`src/rtl/mmr_pkg.sv`:
```
// ============================================================================
// Module  : mmr_pkg
// Purpose : Shared types and default widths for the MMR access controller.
// Revision: 1.0 - initial release
// ============================================================================
`default_nettype none

package mmr_pkg;

    localparam int          MMR_ADDR_W   = 8;
    localparam int          MMR_DATA_W   = 32;
    localparam int          MMR_TIMEOUT  = 16;
    localparam logic [31:0] MMR_ERR_DATA = 32'h0;

    typedef enum logic [1:0] {
        ST_IDLE   = 2'd0,
        ST_ACCESS = 2'd1,
        ST_RESP   = 2'd2
    } state_t;

    // Index (0/1) of a one-hot two-bit grant vector.
    function automatic logic grant_index(input logic [1:0] grant);
        return grant[1];
    endfunction

endpackage : mmr_pkg

`default_nettype wire

```
`src/rtl/mmr_access_ctrl_if.sv`:
```
// ============================================================================
// Module  : mmr_access_ctrl_if
// Purpose : CPU-side request ports and peripheral register bus of the MMR controller.
// Revision: 1.0 - initial release
// ============================================================================
`default_nettype none

interface mmr_access_ctrl_if #(
    parameter int ADDR_W = 8,
    parameter int DATA_W = 32
);

    logic              EnableMmr0;
    logic [ADDR_W-1:0] AddrMmr0;
    logic              WrEn0;
    logic [DATA_W-1:0] WrData0;
    logic              EnableMmr1;
    logic [ADDR_W-1:0] AddrMmr1;
    logic              WrEn1;
    logic [DATA_W-1:0] WrData1;

    logic              Rda0;
    logic              Rda1;
    logic [DATA_W-1:0] RData0;
    logic [DATA_W-1:0] RData1;
    logic              Err0;
    logic              Err1;

    logic              PeriphSel;
    logic [ADDR_W-1:0] PeriphAddr;
    logic              PeriphWr;
    logic [DATA_W-1:0] PeriphWData;
    logic [DATA_W-1:0] PeriphRData;
    logic              PeriphAck;

    // Environment side: issues CPU requests and models the peripheral.
    modport master (
        output EnableMmr0, AddrMmr0, WrEn0, WrData0,
        output EnableMmr1, AddrMmr1, WrEn1, WrData1,
        input  Rda0, Rda1, RData0, RData1, Err0, Err1,
        input  PeriphSel, PeriphAddr, PeriphWr, PeriphWData,
        output PeriphRData, PeriphAck
    );

    // Controller side.
    modport slave (
        input  EnableMmr0, AddrMmr0, WrEn0, WrData0,
        input  EnableMmr1, AddrMmr1, WrEn1, WrData1,
        output Rda0, Rda1, RData0, RData1, Err0, Err1,
        output PeriphSel, PeriphAddr, PeriphWr, PeriphWData,
        input  PeriphRData, PeriphAck
    );

endinterface : mmr_access_ctrl_if

`default_nettype wire

```
`src/rtl/mmr_rr_arbiter.sv`:
```
// ============================================================================
// Module  : mmr_rr_arbiter
// Purpose : Two-way combinational round-robin arbiter (one-hot grant).
// Revision: 1.0 - initial release
// ============================================================================
`default_nettype none

module mmr_rr_arbiter (
    input  wire logic [1:0] req,
    input  wire logic       last_grant,
    output logic      [1:0] grant
);

    always_comb begin
        grant = 2'b00;
        case (req)
            2'b01:   grant = 2'b01;
            2'b10:   grant = 2'b10;
            // On a tie the port that was not served last time wins.
            2'b11:   grant = last_grant ? 2'b01 : 2'b10;
            default: grant = 2'b00;
        endcase
    end

endmodule : mmr_rr_arbiter

`default_nettype wire

```
`src/rtl/mmr_access_ctrl.sv`:
```
// ============================================================================
// Module  : mmr_access_ctrl
// Purpose : Arbitrates two CPU MMR ports onto one peripheral register bus with timeout.
// Revision: 1.0 - initial release
// ============================================================================
`default_nettype none

module mmr_access_ctrl
    import mmr_pkg::*;
#(
    parameter int                ADDR_W   = MMR_ADDR_W,
    parameter int                DATA_W   = MMR_DATA_W,
    parameter int                TIMEOUT  = MMR_TIMEOUT,
    parameter logic [DATA_W-1:0] ERR_DATA = DATA_W'(MMR_ERR_DATA)
) (
    input  wire logic         clk,
    input  wire logic         rst,
    mmr_access_ctrl_if.slave  bus
);

    localparam int              CNT_W     = $clog2(TIMEOUT + 1);
    localparam logic [CNT_W-1:0] C_CNT_LAST = CNT_W'(TIMEOUT - 1);

    state_t              r_state;
    state_t              w_state_nxt;
    logic                r_last_grant;
    logic [CNT_W-1:0]    r_cnt;
    logic [ADDR_W-1:0]   r_addr;
    logic                r_wr;
    logic [DATA_W-1:0]   r_wdata;
    logic [DATA_W-1:0]   r_rdata0;
    logic [DATA_W-1:0]   r_rdata1;
    logic                r_err0;
    logic                r_err1;

    logic [1:0]          w_req;
    logic [1:0]          w_grant;
    logic                w_gnt_idx;
    logic                w_start;
    logic                w_finish;
    logic                w_timeout;
    logic [DATA_W-1:0]   w_result;

    assign w_req     = {bus.EnableMmr1, bus.EnableMmr0};
    assign w_gnt_idx = grant_index(w_grant);

    mmr_rr_arbiter u_arbiter (
        .req        (w_req),
        .last_grant (r_last_grant),
        .grant      (w_grant)
    );

    always_ff @(posedge clk or posedge rst) begin
        if (rst) begin
            r_state <= ST_IDLE;
        end else begin
            r_state <= w_state_nxt;
        end
    end

    always_comb begin
        w_state_nxt = r_state;
        w_start     = 1'b0;
        w_finish    = 1'b0;
        w_timeout   = 1'b0;
        case (r_state)
            ST_IDLE: begin
                if (|w_req) begin
                    w_start     = 1'b1;
                    w_state_nxt = ST_ACCESS;
                end
            end
            ST_ACCESS: begin
                // An ack arriving on the last allowed cycle still wins over the timeout.
                if (bus.PeriphAck) begin
                    w_finish    = 1'b1;
                    w_state_nxt = ST_RESP;
                end else if (r_cnt == C_CNT_LAST) begin
                    w_finish    = 1'b1;
                    w_timeout   = 1'b1;
                    w_state_nxt = ST_RESP;
                end
            end
            ST_RESP: begin
                w_state_nxt = ST_IDLE;
            end
            default: begin
                w_state_nxt = ST_IDLE;
            end
        endcase
    end

    always_comb begin
        w_result = bus.PeriphRData;
        if (w_timeout) begin
            w_result = ERR_DATA;
        end else if (r_wr) begin
            w_result = '0;
        end
    end

    // Bus request registers and timeout counter.
    always_ff @(posedge clk or posedge rst) begin
        if (rst) begin
            r_last_grant <= 1'b1;
            r_cnt        <= '0;
            r_addr       <= '0;
            r_wr         <= 1'b0;
            r_wdata      <= '0;
        end else if (w_start) begin
            r_last_grant <= w_gnt_idx;
            r_cnt        <= '0;
            r_addr       <= w_gnt_idx ? bus.AddrMmr1 : bus.AddrMmr0;
            r_wr         <= w_gnt_idx ? bus.WrEn1    : bus.WrEn0;
            r_wdata      <= w_gnt_idx ? bus.WrData1  : bus.WrData0;
        end else if ((r_state == ST_ACCESS) && !w_finish) begin
            r_cnt <= r_cnt + CNT_W'(1);
        end
    end

    // Per-port response registers keep their value between completions.
    always_ff @(posedge clk or posedge rst) begin
        if (rst) begin
            r_rdata0 <= '0;
            r_rdata1 <= '0;
            r_err0   <= 1'b0;
            r_err1   <= 1'b0;
        end else if (w_finish) begin
            if (r_last_grant) begin
                r_rdata1 <= w_result;
                r_err1   <= w_timeout;
            end else begin
                r_rdata0 <= w_result;
                r_err0   <= w_timeout;
            end
        end
    end

    assign bus.PeriphSel   = (r_state == ST_ACCESS);
    assign bus.PeriphAddr  = r_addr;
    assign bus.PeriphWr    = r_wr;
    assign bus.PeriphWData = r_wdata;

    assign bus.Rda0   = (r_state == ST_RESP) && !r_last_grant;
    assign bus.Rda1   = (r_state == ST_RESP) &&  r_last_grant;
    assign bus.RData0 = r_rdata0;
    assign bus.RData1 = r_rdata1;
    assign bus.Err0   = r_err0;
    assign bus.Err1   = r_err1;

endmodule : mmr_access_ctrl

`default_nettype wire

```
`src/flat_wrapper.sv`:
```
// flat-port wrapper written by rule: the top's interface ports become plain ports
module mmr_access_ctrl_flat import mmr_pkg::*;
#(
    parameter int                ADDR_W   = MMR_ADDR_W,
    parameter int                DATA_W   = MMR_DATA_W,
    parameter int                TIMEOUT  = MMR_TIMEOUT,
    parameter logic [DATA_W-1:0] ERR_DATA = DATA_W'(MMR_ERR_DATA)
)
  (clk, rst, bus_EnableMmr0, bus_AddrMmr0, bus_WrEn0, bus_WrData0, bus_EnableMmr1, bus_AddrMmr1, bus_WrEn1, bus_WrData1, bus_Rda0, bus_Rda1, bus_RData0, bus_RData1, bus_Err0, bus_Err1, bus_PeriphSel, bus_PeriphAddr, bus_PeriphWr, bus_PeriphWData, bus_PeriphRData, bus_PeriphAck);
  mmr_access_ctrl_if #(.ADDR_W(ADDR_W), .DATA_W(DATA_W)) bus_i ();
  input  wire logic clk;
  input  wire logic rst;
  input wire logic [$bits(bus_i.EnableMmr0)-1:0] bus_EnableMmr0;
  input wire logic [$bits(bus_i.AddrMmr0)-1:0] bus_AddrMmr0;
  input wire logic [$bits(bus_i.WrEn0)-1:0] bus_WrEn0;
  input wire logic [$bits(bus_i.WrData0)-1:0] bus_WrData0;
  input wire logic [$bits(bus_i.EnableMmr1)-1:0] bus_EnableMmr1;
  input wire logic [$bits(bus_i.AddrMmr1)-1:0] bus_AddrMmr1;
  input wire logic [$bits(bus_i.WrEn1)-1:0] bus_WrEn1;
  input wire logic [$bits(bus_i.WrData1)-1:0] bus_WrData1;
  output wire logic [$bits(bus_i.Rda0)-1:0] bus_Rda0;
  output wire logic [$bits(bus_i.Rda1)-1:0] bus_Rda1;
  output wire logic [$bits(bus_i.RData0)-1:0] bus_RData0;
  output wire logic [$bits(bus_i.RData1)-1:0] bus_RData1;
  output wire logic [$bits(bus_i.Err0)-1:0] bus_Err0;
  output wire logic [$bits(bus_i.Err1)-1:0] bus_Err1;
  output wire logic [$bits(bus_i.PeriphSel)-1:0] bus_PeriphSel;
  output wire logic [$bits(bus_i.PeriphAddr)-1:0] bus_PeriphAddr;
  output wire logic [$bits(bus_i.PeriphWr)-1:0] bus_PeriphWr;
  output wire logic [$bits(bus_i.PeriphWData)-1:0] bus_PeriphWData;
  input wire logic [$bits(bus_i.PeriphRData)-1:0] bus_PeriphRData;
  input wire logic [$bits(bus_i.PeriphAck)-1:0] bus_PeriphAck;
  assign bus_i.EnableMmr0 = bus_EnableMmr0;
  assign bus_i.AddrMmr0 = bus_AddrMmr0;
  assign bus_i.WrEn0 = bus_WrEn0;
  assign bus_i.WrData0 = bus_WrData0;
  assign bus_i.EnableMmr1 = bus_EnableMmr1;
  assign bus_i.AddrMmr1 = bus_AddrMmr1;
  assign bus_i.WrEn1 = bus_WrEn1;
  assign bus_i.WrData1 = bus_WrData1;
  assign bus_Rda0 = bus_i.Rda0;
  assign bus_Rda1 = bus_i.Rda1;
  assign bus_RData0 = bus_i.RData0;
  assign bus_RData1 = bus_i.RData1;
  assign bus_Err0 = bus_i.Err0;
  assign bus_Err1 = bus_i.Err1;
  assign bus_PeriphSel = bus_i.PeriphSel;
  assign bus_PeriphAddr = bus_i.PeriphAddr;
  assign bus_PeriphWr = bus_i.PeriphWr;
  assign bus_PeriphWData = bus_i.PeriphWData;
  assign bus_i.PeriphRData = bus_PeriphRData;
  assign bus_i.PeriphAck = bus_PeriphAck;
  mmr_access_ctrl #(.ADDR_W(ADDR_W), .DATA_W(DATA_W), .TIMEOUT(TIMEOUT), .ERR_DATA(ERR_DATA)) u_core (.clk(clk), .rst(rst), .bus(bus_i));
endmodule
```
`config.mk`:
```
export PLATFORM = sky130hd
export DESIGN_NAME = mmr_access_ctrl_flat
export DESIGN_NICKNAME = d
export VERILOG_FILES = /design/src/rtl/mmr_pkg.sv /design/src/rtl/mmr_access_ctrl_if.sv /design/src/rtl/mmr_rr_arbiter.sv /design/src/rtl/mmr_access_ctrl.sv /design/src/flat_wrapper.sv
export SDC_FILE = /design/constraint.sdc
export NUM_CORES = 1
export LEC_CHECK = 0
export BUFFER_PORTS_ARGS = -buffer_cell sky130_fd_sc_hd__buf_4
export CAP_MARGIN = 10
export CORE_MARGIN = 2
export CORE_UTILIZATION = 34
export DETAILED_ROUTE_END_ITERATION = 7
export SYNTH_ARGS = -nofsm -noshare
export SYNTH_HDL_FRONTEND = slang
export SYNTH_HIERARCHICAL = 1
export SYNTH_SLANG_ARGS = --single-unit
```
`constraint.sdc`:
```
create_clock -name clk -period 6.9 [get_ports clk]
set_input_delay 0.345 -clock clk [delete_from_list [all_inputs] [get_ports clk]]
set_output_delay 0.345 -clock clk [all_outputs]
set_load 0.005 [all_outputs]
```
# Yosys cells after proc, flatten, opt, wreduce, memory -nomap -nowiden
# Cells that the tools add are included.
dict set report word_totals {
  regBits 115
  in_bits 119
  output_inout_bits 110
  word_cells 51
}
dict set report op_classes {
  add_sub_neg 1
  n_eq_ne 8
  mux 20
  n_bitwise 1
  n_reduce_logical 11
}
# operator n
set op_table {}
lappend op_table {{2-to-1 mux 32 bit} 3}
lappend op_table {{2-to-1 mux 5 bit} 2}
lappend op_table {{2-to-1 mux 1 bit} 8}
lappend op_table {{2-to-1 mux 2 bit} 4}
lappend op_table {{2-to-1 mux 8 bit} 1}
lappend op_table {{equality test 2 bit (second input constant)} 3}
lappend op_table {{case mux 2 bit (3 select lines)} 1}
lappend op_table {{AND reduction 2 bit} 3}
lappend op_table {{adder 5 x 1 -> 5 bit (second input constant)} 1}
lappend op_table {{equality test 5 x 4 -> 1 bit (second input constant)} 1}
lappend op_table {{equality test 2 x 1 -> 1 bit (second input constant)} 2}
lappend op_table {{case mux 2 bit (2 select lines)} 1}
lappend op_table {{logical AND 1 bit} 3}
lappend op_table {{!= test 3 x 1 -> 1 bit (second input constant)} 1}
lappend op_table {{logical NOT 1 bit} 2}
lappend op_table {{logical NOT 2 bit} 1}
lappend op_table {{!= test 2 x 1 -> 1 bit (second input constant)} 1}
lappend op_table {{nonzero test 2 bit} 1}
lappend op_table {{OR reduction 2 bit} 1}
lappend op_table {{inverter 1 bit} 1}

# Longest topological paths before layout
# Gate-level depths: netlist of run 1.
dict set report logic_depth {
  word_depth 8
  ltp_mapped 8
  mapped_depth_nobuf 6
}

# By module
# Netlist of run 1, hierarchy kept.
# module n_inst cells_per_inst area_per_inst_um2 seq_area_each_um2
set by_module_without_submodules {}
lappend by_module_without_submodules {mmr_access_ctrl 1 355 5412.7 2879.0}
lappend by_module_without_submodules {mmr_rr_arbiter 1 3 18.8 0.0}

# Worst setup path after synthesis of run 1
# No wires, ideal clock.
dict set report synth_timing {
  path_type {reg2reg}
  start {register u_core.r_cnt[0]}
  end {register u_core.r_rdata1[21] (netlist: u_core/bus.RData1[21])}
  setup_time_ns 0.125
  arrival_time_ns 1.849
  required_time_ns 6.775
  slack_ns 4.927
  stages_incl_launch_ff 8
  path_buffers 1
  synth_period_minus_slack_ns 1.973
  cell_sequence {dfrtp_1 -> ha_1 -> and3_1 -> ha_1 -> nor2_2 -> nor3b_4 -> buf_6 -> mux2_2}
}
dict set report synth_between {
  elab_chain_cells 5
}
# item line_no
set synth_lines {}
lappend synth_lines {{from (decl)} mmr_access_ctrl.sv:27} ;# logic [CNT_W-1:0] r_cnt;
lappend synth_lines {{from (signal assigned)} mmr_access_ctrl.sv:117} ;# r_cnt <= r_cnt + CNT_W'(1);
lappend synth_lines {{equality test 5 x 4 -> 1 bit (*)} mmr_access_ctrl.sv:78} ;# end else if (r_cnt == C_CNT_LAST) begin
lappend synth_lines {{2-to-1 mux 1 bit (*)} mmr_access_ctrl.sv:78}
lappend synth_lines {{2-to-1 mux 1 bit} mmr_access_ctrl.sv:75} ;# if (bus.PeriphAck) begin
lappend synth_lines {{2-to-1 mux 1 bit} mmr_access_ctrl.sv:66} ;# case (r_state)
lappend synth_lines {{2-to-1 mux 32 bit or AND reduction 2 bit (tied branches)} n/a}
lappend synth_lines {{to (signal assigned)} mmr_access_ctrl.sv:130} ;# r_rdata1 <= w_result;
lappend synth_lines {{to (decl)} mmr_access_ctrl.sv:32} ;# logic [DATA_W-1:0] r_rdata1;
# Mark *: on every way between the ends. The rest lies on a longest branch, timed or not.
# A chain may end at the register's enable or synchronous reset.

# Final worst setup path of run 1
dict set report layout_timing {
  start {register u_core.r_cnt[0]}
  end {register u_core.r_rdata0[10] (netlist: u_core/bus.RData0[10])}
}
dict set report layout_between {
  elab_chain_cells 5
}
# item line_no
set layout_lines {}
lappend layout_lines {{equality test 5 x 4 -> 1 bit (*)} mmr_access_ctrl.sv:78}
lappend layout_lines {{2-to-1 mux 1 bit (*)} mmr_access_ctrl.sv:78}
lappend layout_lines {{2-to-1 mux 1 bit} mmr_access_ctrl.sv:75}
lappend layout_lines {{2-to-1 mux 1 bit} mmr_access_ctrl.sv:66}
lappend layout_lines {{2-to-1 mux 32 bit or AND reduction 2 bit (tied branches)} n/a}
lappend layout_lines {{to (signal assigned)} mmr_access_ctrl.sv:133} ;# r_rdata0 <= w_result;
lappend layout_lines {{to (decl)} mmr_access_ctrl.sv:31} ;# logic [DATA_W-1:0] r_rdata0;
# Marks and branches as above.

==> results of run 1 <==
[through the flow]
| step | hold slack [ps] | area [sq um] |
|---|---|---|
| finish | 0.7788 | 7890 |
| global route | 36.52 | 7890 |
| CTS | 21.47 | 7890 |
| detailed placement | 463.7 | 7278 |
| global placement | 455.4 | 7278 |
| floorplan | 430.8 | 5420 |
[power breakdown]
group	internal, mW	leakage, nW	switching [mW]	total, mW
logic	0.798	2.03	0.432	1.23
registers	0.980	1.43	0.225	1.21
clock network	0.585	0.295	0.310	0.895
total	2.36	3.75	0.967	3.33
[flip-flops by register name, indices dropped and copies added, names as in the netlist]
name / cells
u_core/bus.Err0: 1
u_core/r_cnt: 5
u_core/r_last_grant: 1
u_core/bus.RData1: 32
u_core/bus.RData0: 32
u_core/bus.Err1: 1
u_core/bus.PeriphAddr: 8
u_core/bus.PeriphWr: 1
u_core/bus.PeriphWData: 32
u_core/r_state: 2
[final cells by class]
class                   count  share of cell area (%)
multi-input cells         215                   30.07
inverters                   3                  0.1744
repair buffers            232                   22.07
well taps                 216                   3.425
clock inverters            13                   2.014
clock buffers              19                   5.741
flip-flops and latches    115                   36.50
[layer usage]
layer | up-vias | share of wire [%] | track usage (%)
li1 | 1743 | - | -
met1 | 1844 | 43 | 19.10
met2 | 176 | 47 | 23.99
met3 | 15 | 9.1 | 5.904
met4 | 0 | 1.3 | 6.072
met5 | - | 0 | 0
[cells in the final DEF, fill, tap and decap left out, types with 2 or more instances in the layout]
master        n
buf_4       232
mux2_2      140
dfrtp_1     113
nor3b_2      30
clkbuf_16    17
clkinv_2      4
nor3b_1       4
mux2_1        4
nor2_1        4
clkinvlp_4    3
bufinv_16     3
clkinv_4      3
mux2_4        3
a21oi_1       3
nand2_1       3
o21ai_0       3
clkbuf_8      2
inv_1         2
a31oi_1       2
mux2i_1       2
ha_1          2
[path summary, 6_finish.rpt]
kind / from / endpoint / slack (ps)
setup / recovery: u_core/r_cnt[0] / u_core/bus.RData0[10] / 4240
min in group clk: bus_PeriphAck / u_core/bus.Err0 / 180
setup reg to reg: u_core/r_cnt[0] / u_core/bus.RData0[10] / 4240
max in group asynchronous: rst / u_core/bus.RData1[11] / 5550
hold reg to reg: u_core/r_cnt[3] / u_core/r_cnt[3] / 470
hold / removal: rst / u_core/bus.PeriphWr / 0.8
==> results.py, run 1 <==
metrics = {
    "critical_path": {
        "cp.buffers_inverters": 0,
        "arrival_ps": 2940,
        "critical_path.top_delay_family": "simple AND/OR/NAND/NOR gates",
        "max_stage_delay_ps": 1040,
        "path_depth": 6,
        "cp.required_ps": 7180,
        "worst_r2r_path_depth": 6,
        "path_class": "flip-flop to flip-flop",
        "path_cells": "ha_1, and3_1, ha_1, and4bb_2, nor3b_1, mux2_1",
        "cp_slowest_cell": "and4bb_2",
        "cp-start-kind": "flip-flop",
        "end_kind": "flip-flop",
        "worst-path-max-fanout": 32,
        "critPathMostFrequentCell": "ha_1",
    },
    "job": {
        "max-cap-violations": 0,
    },
    "sta": {
        "fin_skew_ps": 8.378,
        "finalWorstSetupSlack_ps": 4245,
        "maxSlewHeadroom_pct": 24.12,
        "setup_tns_ps": 0,
        "final-setup-viol-count": 0,
        "hold_viol": 0,
        "fin_crit_sh_pct": 38.48,
        "layout_min_cycle_time_ps": 2655,
        "rsz0062_at_grt": "no",
        "drv_slew": 0,
        "worst_pin_slew_ps": 1138,
        "timing.fmax_ghz": 0.3766,
    },
    "detailed_routing": {
        "wl_per_cell_microns": 15.86,
        "drt_first_pass_iters": 4,
        "routed-via-count": 3778,
        "antenna_left": 0,
        "route.detailed.drc": 0,
        "viasPerCell": 4.647,
        "routed_wirelength_microns": 12890,
        "drtIter0Drc": 77,
    },
    "global_route": {
        "grt_pass1_wl_microns": 19960,
        "grt_max_degree": 71,
        "grt_usage_pct": 15.30,
        "antenna_found_initial": 0,
        "grt_pass1_vias": 4038,
        "overflow": 0,
    },
    "synthesis": {
        "syn_area_sq_um": 5420,
        "syn_inst": 356,
        "synth_nets": 477,
        "yosysWarnings": 6,
        "synth_area_per_cell_sq_um": 15.23,
    },
    "clock_tree": {
        "clockBufferDepth": 2,
        "htreeDepth": 4,
        "clkLatencyLatePin_ps": 400,
        "cts_buffers": 17,
        "cts_hold_repair.buffers": 0,
        "cts_sinks": 115,
        "cts.repair.resized": 0,
        "clock-root-buffer": "clkbuf_16",
        "cts_setup_buffers": 0,
        "tritoncts": "built",
        "path_clk_slew_ps": 60,
    },
    "cells_and_area": {
        "diodes": 0,
        "layout.nets": 705,
        "instances_no_fill": 813,
        "fillers": 1372,
        "drive_above_1_share_pct": 75.38,
        "syn_to_final_growth_pct": 45.57,
        "seq_area_sq_um": 2880,
        "multiInputGateArea_sq_um": 2372,
        "utilization_pct": 50.21,
    },
    "placed_design": {
        "place_ws_ps": 4201,
        "portBuffers": 228,
        "dp_hpwl_microns": 9155,
        "place_inst": 781,
        "gp_congestion": 0.7311,
    },
    "hold_path": {
        "hp-class": "input pin to asynchronous set/reset pin",
    },
    "pwr": {
        "powerDensity_nw_per_um2": 422.0,
        "power_mw": 3.329,
        "p_leak_nw": 3.755,
        "max-vdd-ir-drop_mv": 0.1594,
    },
    "floorplanning": {
        "die_area_sq_um": 16970,
        "core_area_sq_um": 15710,
        "die_h_microns": 130.3,
        "start_util_pct": 34.50,
        "rows": 46,
        "ios": 229,
        "die_width_microns": 130.3,
    },
    "outcome": {
        "status": "finished clean",
    },
}
No activity file was read; power rests on OpenSTA's default activity.
==> run 2: changes to the inputs <==
==> constraint.sdc (replaced) <==
create_clock -name clk -period 2.7 [get_ports clk]
set_input_delay 0.135 -clock clk [delete_from_list [all_inputs] [get_ports clk]]
set_output_delay 0.135 -clock clk [all_outputs]
set_load 0.005 [all_outputs]
==> run 2 against run 1 <==
Maximum frequency grew 22%. Final area grew 0.41%. Die area is the same. Clock-buffer cell count grew 6. Via count shrank 0.34%. Worst hold slack gained 78 ps. Sequential power grew 150%. Clock skew grew 0.83 ps. Wire length grew 1.6%. Critical path depth grew 1. First-iteration DRC count grew 23%. Critical path type unchanged. Critical endpoint is now u_core/bus.RData0[26]. Largest cell class unchanged. Highest routed layer unchanged.
==> results.py, run 2 (synthesis gave the netlist of run 1 again) <==
metrics = {
    "critical_path": {
        "worst-path-max-fanout": 32,
        "cp-start-kind": "flip-flop",
        "path_class": "flip-flop to flip-flop",
        "critPathMostFrequentCell": "ha_1",
        "path_cells": "ha_1, and3_1, ha_1, nor2_2, nor3_4, buf_4, mux2_2",
        "r2r_slack_ps": 520,
        "cp_slowest_cell": "buf_4",
        "cp.required_ps": 2980,
        "cp.buffers_inverters": 1,
        "path_depth": 7,
        "end_kind": "flip-flop",
        "r2r_start": "u_core/r_cnt[0]",
        "worst_r2r_path_depth": 7,
        "critical_path.top_delay_family": "adder cells",
        "r2r_end": "u_core/bus.RData0[26]",
        "arrival_ps": 2450,
        "max_stage_delay_ps": 410,
    },
    "detailed_routing": {
        "wl_per_cell_microns": 16.07,
        "route.detailed.drc": 0,
        "routed_wirelength_microns": 13100,
        "drt_first_pass_iters": 4,
        "viasPerCell": 4.620,
        "routed-via-count": 3765,
        "antenna_left": 0,
        "drtIter0Drc": 95,
    },
    "global_route": {
        "grt_pass1_wl_microns": 20820,
        "grt_usage_pct": 16.00,
        "overflow": 0,
        "antenna_found_initial": 0,
        "grt_pass1_vias": 4062,
        "grt_max_degree": 116,
    },
    "hold_path": {
        "hold_path_depth": 3,
        "hold_end": "u_core/bus.PeriphWData[4]",
        "worstHoldStart": "bus_WrData0[4]",
        "hp-class": "input pin to flip-flop",
    },
    "placed_design": {
        "portBuffers": 228,
        "dp_hpwl_microns": 9351,
        "gp_congestion": 0.7605,
        "dpl_cell_area_sq_um": 7340,
        "place_ws_ps": 495.5,
    },
    "cells_and_area": {
        "diodes": 0,
        "drive_above_1_share_pct": 74.79,
        "postLayoutCellArea_sq_um": 7923,
        "multiInputGateArea_sq_um": 2372,
        "layout_common_cells": "buf_4 (232), mux2_2 (140), dfrtp_1 (113)",
        "fillers": 1394,
        "seq_area_sq_um": 2880,
        "final_common_cell": "buf_4",
        "layout.nets": 710,
        "syn_to_final_growth_pct": 46.17,
    },
    "sta": {
        "fin_crit_sh_pct": 80.58,
        "timing.fmax_ghz": 0.4596,
        "hold_viol": 0,
        "rsz0062_at_grt": "no",
        "fin_skew_ps": 9.203,
        "final-setup-viol-count": 0,
        "maxSlewHeadroom_pct": 49.68,
        "drv_slew": 0,
        "worst_pin_slew_ps": 754.8,
        "finalWorstSetupSlack_ps": 524.3,
        "layout_min_cycle_time_ps": 2176,
        "fin_hold_ws_ps": 78.36,
        "setup_tns_ps": 0,
    },
    "pwr": {
        "powerDensity_nw_per_um2": 1059,
        "p_leak_nw": 3.766,
        "max-vdd-ir-drop_mv": 0.4314,
    },
    "clock_tree": {
        "clockBufferDepth": 2,
        "cts_buffers": 17,
        "cts_setup_buffers": 0,
        "path_clk_slew_ps": 50,
        "htreeDepth": 4,
        "tritoncts": "built",
        "clock-root-buffer": "clkbuf_16",
        "clkLatencyLatePin_ps": 400,
        "cts_sinks": 115,
    },
    "job": {
        "max-cap-violations": 0,
    },
    "floorplanning": {
        "rows": 46,
        "die_width_microns": 130.3,
        "core_area_sq_um": 15710,
        "ios": 229,
        "start_util_pct": 34.50,
        "die_area_sq_um": 16970,
        "die_h_microns": 130.3,
    },
    "outcome": {
        "status": "finished clean",
    },
}
run 2: cell count changes in the layout (fill, tap and decap cells not counted), sizes merged:
| cell | delta |
|---|---|
| clkbuf | +6 |
| clkinv | -5 |
| buf | +3 |
| bufinv | -2 |
| dlygate4sd3 | +2 |
| clkinvlp | -1 |
| inv | -1 |
run 2: worst max-delay path by stage:
| stage | slack [ps] | to | from |
|---|---|---|---|
| floorplan | 730 | u_core/bus.RData1[21] | u_core/r_cnt[0] |
| global placement | 590 | u_core/bus.RData0[16] | u_core/r_cnt[0] |
| detailed placement | 500 | u_core/bus.RData0[13] | u_core/r_cnt[0] |
| CTS | 500 | u_core/bus.RData0[13] | u_core/r_cnt[0] |
| global route | 370 | u_core/bus.RData0[26] | u_core/r_cnt[0] |
| finish | 520 | u_core/bus.RData0[26] | u_core/r_cnt[0] |
run 2: worst min-delay path, delay by kind of cell:
kind,cells,cell delay (ps)
buf+inv,1,80
mux,2,230
run 2: cell type report:
class	instances	share of cell area (%)
clock inverters	4	0.6001
repair buffers	237	22.99
flip-flops and latches	115	36.35
well taps	216	3.411
multi-input cells	215	29.94
inverters	3	0.1895
clock buffers	25	6.507
run 2: repair_timing:
action,4_1_cts,5_1_grt
endpoints found under the hold margin,116,0
hold buffers,2,0
resized for setup,0,0
run 2: stage by stage:
| stage | cells | power [mW] | util (%) |
|---|---|---|---|
| floorplan | 356 | 4.671 | - |
| global placement | 784 | 6.252 | 46.71 |
| detailed placement | 784 | 6.354 | 46.71 |
| CTS | 815 | 8.523 | 50.42 |
| global route | 815 | 8.956 | 50.42 |
| finish | 815 | 8.393 | 50.42 |
run 2: power by group:
| group | internal, mW | switching, mW |
|---|---|---|
| sequential | 2.51 | 0.514 |
| clock | 1.39 | 0.719 |
| combinational | 2.07 | 1.20 |
| total | 5.97 | 2.43 |
run 2: layer usage:
layer | up-vias | global-route usage (%) | routed length, microns
met2 | 179 | 24.88 | 6009
li1 | 1744 | - | -
met3 | 15 | 5.945 | 1193
met1 | 1827 | 20.37 | 5687
met4 | 0 | 6.135 | 209
met5 | - | 0 | 0
==> run 3: changes to the inputs <==
==> constraint.sdc (replaced) <==
create_clock -name clk -period 2.2 [get_ports clk]
set_input_delay 0.11 -clock clk [delete_from_list [all_inputs] [get_ports clk]]
set_output_delay 0.11 -clock clk [all_outputs]
set_load 0.005 [all_outputs]
==> run 3 against run 2 <==
Maximum frequency is 7.4% higher. Clock-buffer cell count is the same. Wire length decreased by 0.53%. Clock skew increased by 2.1 ps. Worst hold slack worse by 29 ps. Register-to-register slack got worse by 350 ps. Die area is the same. Critical endpoint is now u_core/bus.RData1[15].
==> results.py, run 3 (synthesis gave the netlist of run 1 again) <==
metrics = {
    "outcome": {
        "status": "finished clean",
    },
    "clock_tree": {
        "clockBufferDepth": 2,
        "path_clk_slew_ps": 50,
        "htreeDepth": 4,
        "tritoncts": "built",
        "clock-root-buffer": "clkbuf_16",
        "cts_buffers": 17,
        "cts_sinks": 115,
        "clkLatencyLatePin_ps": 400,
        "cts_setup_buffers": 0,
    },
    "placed_design": {
        "gp_congestion": 0.7387,
        "portBuffers": 228,
        "place_inst": 785,
        "dp_hpwl_microns": 9216,
    },
    "global_route": {
        "antenna_found_initial": 0,
        "grt_max_degree": 116,
        "grt_usage_pct": 15.76,
        "grt_pass1_wl_microns": 20600,
        "overflow": 0,
        "grt_pass1_vias": 4073,
    },
    "critical_path": {
        "cp.required_ps": 2480,
        "cp-start-kind": "flip-flop",
        "path_class": "flip-flop to flip-flop",
        "path_cells": "ha_1, and3_1, ha_2, nor2_2, nor3b_4, buf_12, mux2_2",
        "critical_path.top_delay_family": "simple AND/OR/NAND/NOR gates",
        "end_kind": "flip-flop",
        "cp.buffers_inverters": 1,
        "max_stage_delay_ps": 380,
        "arrival_ps": 2310,
        "worst-path-max-fanout": 32,
        "cp_slowest_cell": "dfrtp_1",
    },
    "floorplanning": {
        "ios": 229,
        "die_h_microns": 130.3,
        "start_util_pct": 34.50,
        "die_area_sq_um": 16970,
        "core_area_sq_um": 15710,
        "rows": 46,
        "die_width_microns": 130.3,
    },
    "detailed_routing": {
        "routed-via-count": 3765,
        "routed_wirelength_microns": 13030,
        "route.detailed.drc": 0,
        "viasPerCell": 4.608,
        "drtIter0Drc": 100,
        "drt_first_pass_iters": 4,
        "antenna_left": 0,
        "wl_per_cell_microns": 15.95,
    },
    "pwr": {
        "max-vdd-ir-drop_mv": 0.6455,
        "p_leak_nw": 3.786,
        "powerDensity_nw_per_um2": 1292,
        "power_mw": 10.30,
    },
    "sta": {
        "worst_pin_slew_ps": 618.5,
        "final-setup-viol-count": 0,
        "drv_slew": 0,
        "fin_crit_sh_pct": 92.12,
        "hold_viol": 0,
        "rsz0062_at_grt": "no",
        "timing.fmax_ghz": 0.4934,
        "layout_min_cycle_time_ps": 2027,
        "maxSlewHeadroom_pct": 58.77,
        "setup_tns_ps": 0,
        "fin_skew_ps": 11.27,
    },
    "cells_and_area": {
        "layout.nets": 711,
        "diodes": 0,
        "drive_above_1_share_pct": 74.88,
        "final_common_cell": "buf_4",
        "syn_to_final_growth_pct": 47.14,
        "fillers": 1379,
        "instances_no_fill": 817,
        "layout_common_cells": "buf_4 (229), mux2_2 (140), dfrtp_1 (113)",
    },
    "job": {
        "max-cap-violations": 0,
    },
    "hold_path": {
        "hp-class": "input pin to flip-flop",
    },
}
-- run 3: worst paths after layout --
| path | startpoint | endpoint | slack (ps) | cells past startpoint |
|---|---|---|---|---|
| setup / recovery | u_core/r_cnt[0] | u_core/bus.RData1[15] | 170 | 7 |
| hold / removal | bus_WrData1[5] | u_core/bus.PeriphWData[5] | 50 | 3 |
| setup reg to reg | u_core/r_cnt[0] | u_core/bus.RData1[15] | 170 | 7 |
| hold reg to reg | u_core/r_cnt[3] | u_core/r_cnt[3] | 480 | 1 |
| max in group asynchronous | rst | u_core/bus.PeriphWr | 1250 | 4 |
| min in group asynchronous | rst | u_core/bus.PeriphWData[0] | 440 | 4 |
-- run 3: cell type report --
type | instances | area, sq um | area share (%)
clock buffer | 25 | 505.5 | 6.338
clock inverter | 5 | 50.05 | 0.6275
tap | 216 | 270.3 | 3.389
inverter | 3 | 15.01 | 0.1883
multi-input combinational | 215 | 2375 | 29.78
timing repair buffer | 238 | 1879 | 23.56
sequential | 115 | 2880 | 36.12
-- run 3: repair_timing --
| action | 4_1_cts | 5_1_grt |
|---|---|---|
| endpoints found under the hold margin | 116 | 0 |
| hold buffers | 2 | 0 |
| resized for setup | 0 | 1 |
| setup endpoints to repair | 0 | 29 |
-- run 3: worst register-to-register path, cell delays in order, from the launching register on --
cell and delay [ps]:
dfrtp_1 380, ha_1 170, and3_1 150, ha_2 250
nor2_2 90, nor3b_4 240, buf_12 250, mux2_2 380
-- run 3: where the power goes --
group	leakage (nW)	switching, mW	internal [mW]
registers	1.43	0.585	3.08
logic	2.07	1.50	2.57
clock network	0.279	0.884	1.68
-- run 3: routing by layer --
metal / up-vias / share of wire [%] / GRT usage [%]
met5: - / 0 / 0
met2: 178 / 46 / 24.79
met3: 18 / 8.8 / 6.273
met1: 1817 / 43 / 19.60
met4: 0 / 1.9 / 5.946
li1: 1752 / - / -
-- run 3: per-stage QoR --
stage	instance area, sq um	worst slack, ps	hold WS [ps]	utilization, %
3_3_place_gp	7397	146.8	346.1	47.08
5_1_grt	7975	55.70	43.19	50.76
4_1_cts	7973	74.51	24.57	50.74
6_report	7975	173.4	48.92	50.76
3_5_place_dp	7397	78.13	355.0	47.08
2_1_floorplan	5424	226.7	195.8	-
